## config.mk

```make
export PLATFORM = sky130hd
export DESIGN_NAME = param_seq_detector
export DESIGN_NICKNAME = d
export VERILOG_FILES = /design/src/rtl/param_seq_detector.sv
export SDC_FILE = /design/constraint.sdc
export NUM_CORES = 1
export LEC_CHECK = 0
export BUFFER_PORTS_ARGS = -buffer_cell sky130_fd_sc_hd__buf_2
export CAP_MARGIN = 5
export CORE_MARGIN = 5
export CORE_UTILIZATION = 45
export CTS_CLUSTER_DIAMETER = 200
export DETAILED_ROUTE_END_ITERATION = 8
export GPL_ROUTABILITY_DRIVEN = 0
export PLACE_DENSITY = 0.72
export SYNTH_ARGS = -nofsm -noshare
export SYNTH_HDL_FRONTEND = slang
export SYNTH_SLANG_ARGS = --single-unit
```

## constraint.sdc

```tcl
create_clock -name clk -period 4.5 [get_ports clk]
set_clock_uncertainty 0.05 [all_clocks]
set_input_delay 0.45 -clock clk [delete_from_list [all_inputs] [get_ports clk]]
set_output_delay 0.45 -clock clk [all_outputs]
set_load 0.03 [all_outputs]
```

## src/rtl/param_seq_detector.sv

```systemverilog
// Streaming sequence detector: compares the last DEPTH accepted symbols against
// PATTERN and reports hits as a registered one-cycle pulse plus a saturating counter.
module param_seq_detector #(
    parameter int SYM_W   = 2,
    parameter int DEPTH   = 4,
    parameter     PATTERN = {2'b01, 2'b01, 2'b10, 2'b00},
    parameter bit OVERLAP = 1'b1,
    parameter int CNT_W   = 3
) (
    input  logic                       clk,
    input  logic                       reset,
    input  logic                       in_valid,
    input  logic [SYM_W-1:0]           in,
    input  logic                       clear,
    output logic                       match,
    output logic [CNT_W-1:0]           count,
    output logic [$clog2(DEPTH+1)-1:0] fill,
    output logic                       overflow
);

    localparam int HIST_W = SYM_W * DEPTH;
    localparam int FILL_W = $clog2(DEPTH + 1);
    localparam logic [HIST_W-1:0] PAT      = PATTERN;
    localparam logic [FILL_W-1:0] FILL_MAX = FILL_W'(DEPTH);

    if ($bits(PATTERN) != HIST_W) begin : g_bad_pattern
        $error("PATTERN width %0d does not equal SYM_W*DEPTH = %0d", $bits(PATTERN), HIST_W);
    end
    if (SYM_W < 1 || DEPTH < 2) begin : g_bad_geometry
        $error("SYM_W must be >= 1 and DEPTH must be >= 2");
    end

    logic [HIST_W-1:0] hist_q, hist_d;
    logic [FILL_W-1:0] fill_q, fill_d, fill_inc;
    logic [CNT_W-1:0]  count_q, count_d;
    logic              match_q, match_d;
    logic              ovf_q, ovf_d;
    logic [HIST_W-1:0] hist_shift;
    logic              hit;

    // Newest symbol enters the LSB slice; fill gates the compare so stale history never hits.
    always_comb begin
        hist_shift = {hist_q[HIST_W-SYM_W-1:0], in};
        fill_inc   = (fill_q == FILL_MAX) ? fill_q : fill_q + 1'b1;
        hit        = (fill_inc == FILL_MAX) && (hist_shift == PAT);

        hist_d  = hist_q;
        fill_d  = fill_q;
        count_d = count_q;
        ovf_d   = ovf_q;
        match_d = 1'b0;

        if (clear) begin
            hist_d  = '0;
            fill_d  = '0;
            count_d = '0;
            ovf_d   = 1'b0;
        end else if (in_valid) begin
            hist_d  = hist_shift;
            match_d = hit;
            fill_d  = (hit && !OVERLAP) ? '0 : fill_inc;
            if (hit) begin
                if (&count_q) begin
                    ovf_d = 1'b1;
                end else begin
                    count_d = count_q + 1'b1;
                end
            end
        end
    end

    always_ff @(posedge clk or negedge reset) begin
        if (!reset) begin
            hist_q  <= '0;
            fill_q  <= '0;
            count_q <= '0;
            ovf_q   <= 1'b0;
            match_q <= 1'b0;
        end else begin
            hist_q  <= hist_d;
            fill_q  <= fill_d;
            count_q <= count_d;
            ovf_q   <= ovf_d;
            match_q <= match_d;
        end
    end

    assign match    = match_q;
    assign count    = count_q;
    assign fill     = fill_q;
    assign overflow = ovf_q;

endmodule

```

==> impl_metrics.csv <==
group,metric,value,unit
worst_hold_path,whs_path_depth,3,
critical_path,crit_path_top_delay_cell,"nor4_1",
floorplanning,io_pins,14,
critical_path,cp-end-kind,"flip-flop",
sta,max_freq,437.8,MHz
cells_and_area,final_core_util,0.5548,
yosys,avgSynthCellArea,10.95,sq um
cells_and_area,area.growth.synth_to_final,17.40,%
detailed_routing,wirelength,1358,um
placed_design,dp_hpwl,1017,um
clock_network,clk_pin_slew,0.08,ns
clock_network,cts_made_buffers,3,
yosys,synth_cell_type_count,21,
critical_path,cp.buffers_inverters,1,
yosys,syn_nets,75,
floorplanning,design.core.area,1506,sq um
critical_path,path_delay_family,"simple AND/OR/NAND/NOR gates",
pwr,p_leak,0.0004233,uW
clock_network,postCtsSetupBuffers,0,
placed_design,dp.cells,92,
worst_hold_path,whs_endpoint,"hist_q[1]",
yosys,synth_cells,65,
critical_path,cp-start-kind,"flip-flop",
critical_path,reg2reg_slack,2.22,ns
clock_network,numClockSinks,14,
clock_network,clk_latency,0.29,ns
sta,tightest_slew,0.5586,ns
detailed_routing,viasPerCell,5.371,
clock_network,clockBufferDepth,2,
critical_path,crit_type,"flip-flop to flip-flop",
floorplanning,die_w,49.78,um
floorplanning,die-area,2478,sq um
detailed_routing,ant_nets,0,
detailed_routing,routedWlPerCell,14.00,um
floorplanning,rows,14,
floorplanning,start_util,0.4726,
worst_hold_path,hold_class,"primary input to flip-flop",
critical_path,crit_path_max_fanout,5,
grt,grt_overflow_total,0,
clock_network,cts-htree-levels,1,
placed_design,portBuffers,13,
critical_path,r2r_start,"fill[0]",
grt,grt_max_degree,18,
yosys,mappedNetlistArea,711.9,sq um
clock_network,cts_tree,"built",
sta,setup_viol,0,
cells_and_area,final_cell_mix,"dfrtp_1, buf_2, mux2i_1, nor2_1, nand2b_1",
status,status,"finished clean",
sta,post-route-period-util,0.5076,
detailed_routing,first_iter_violations,4,
sta,final_hold_viol_count,0,
grt,grt_pass1_vias,561,
pwr,powerDensity,308.0,nW/um^2
pwr,vdd_drop_max,0.0001857,V
grt,grt_pass1_wl,2435,um
critical_path,required,4.66,ns
critical_path,crit_chain,"inv_1, ha_1, or3b_1, a31o_2, nor4_1, mux2i_1",
cells_and_area,final_common_cell,"dfrtp_1",
clock_network,cts_resized,0,
critical_path,max_stage_delay,0.52,ns
sta,max-slew-margin-rel,0.6242,
grt,antenna_found_initial,0,
floorplanning,die_y,49.78,um
yosys,synth-seq-cells,14,
cells_and_area,final_nets,92,
grt,track_usage,0.1335,
sta,slew_violations,0,
critical_path,rr_endpoint,"count[1]",
sta,fin_setup_tns,0,ns
sta,rsz0062_at_grt,"false",
sta,period_minus_slack,2.284,ns
detailed_routing,dr.pass1.iters,4,
detailed_routing,num_vias,521,
worst_hold_path,min_from,"in[1]",
sta,whs,0.3719,ns
critical_path,ff2ff_path_depth,6,
run,max-cap-violations,0,
cells_and_area,drive_gt1_frac,0.2469,
clock_network,cts_root_buf,"clkbuf_4",
cells_and_area,fin_cells,97,
yosys,ys_seq_area_frac,0.4921,
yosys,ys.warnings.count,0,
critical_path,arrival,2.45,ns
detailed_routing,remaining_drc_errors,0,
cells_and_area,diodes,0,
## worst reg2reg max path, stage by stage, from the launching register on
cell,delay [ns]
dfrtp_1,0.41
inv_1,0.09
ha_1,0.23
or3b_1,0.39
a31o_2,0.27
nor4_1,0.52
mux2i_1,0.26
## per-stage QoR
step / power (uW) / cell area (sq um) / worst slack, ns
final: 257.4 / 835.8 / 2.216
after CTS: 259.6 / 835.8 / 2.206
after global placement: 166.7 / 789.5 / 2.287
after detailed placement: 167.6 / 789.5 / 2.254
after global routing: 273.3 / 835.8 / 2.020
after floorplan: 156.6 / 711.9 / 2.203
## layout make-up
class                      instances  area (sq um)
clock buffer                       4         36.28
fill                             130         670.6
inverter                           3         11.26
multi-input combinational         46         342.8
sequential                        14         350.3
tap                               16         20.02
timing repair buffer              14         75.07
## kinds of logic (layout without fill, tap and decap cells)
group | count (synthesis) | after routing | share of synthesized area
adders and majority gates | 4 | 4 | 0.07030
DFF | 14 | 14 | 0.4921
muxes | 10 | 10 | 0.1424
and+or+nand+nor | 27 | 27 | 0.2232
AOI/OAI and AO/OA | 4 | 4 | 0.03339
buffers and inverters | 5 | 21 | 0.02636
xor gates and xnor gates | 1 | 1 | 0.01230
## worst max path at each step
stage	start	to	slack [ns]	depth (start not counted)
global route	fill[0]	count[2]	2.02	6
CTS	fill[0]	count[1]	2.21	6
floorplan	fill[0]	count[0]	2.20	6
global placement	fill[0]	count[1]	2.29	6
detailed placement	fill[0]	count[1]	2.25	6
finish	fill[0]	count[1]	2.22	6
## repair_timing
action | 4_1_cts | 5_1_grt
hold buffers | 1 | 0
setup endpoints to repair | 0 | 0
hold endpoints to repair | 8 | 0
## synth_stat cells (all sizes together)
library cell  instances  area share
or4b                  2       0.028
clkbuf                2       0.011
dfrtp                14        0.49
a31o                  1       0.012
nor2                  9       0.047
mux2i                 9        0.13
nor4bb                1       0.014
a21oi                 3       0.021
mux2                  1       0.016
nor4                  3       0.026
and4b                 1       0.014
nand2                 2       0.011
inv                   3       0.016
or3b                  1       0.012
nor3                  1      0.0070
nand2b                5       0.044
ha                    4       0.070
nor2b                 1      0.0088
xnor2                 1       0.012
nand3b                1       0.011
## registers in the layout, indices dropped and copies added (netlist names)
signal and count:
match 1, hist_q 6, fill 3, count 3, overflow 1
## per-layer routing
| layer | track usage | wire length, um |
|---|---|---|
| met4 | 0.09607 | 45 |
| met1 | 0.1402 | 605 |
| met5 | 0 | 0 |
| met2 | 0.2076 | 646 |
| met3 | 0.06024 | 60 |
## power breakdown
group          internal [uW]  switching, uW  total [uW]
Combinational           12.9           19.5        32.4
Sequential               130           3.53         133
Clock                   49.4           42.7        92.0
Note: power is estimated with default switching activity, not from simulation.
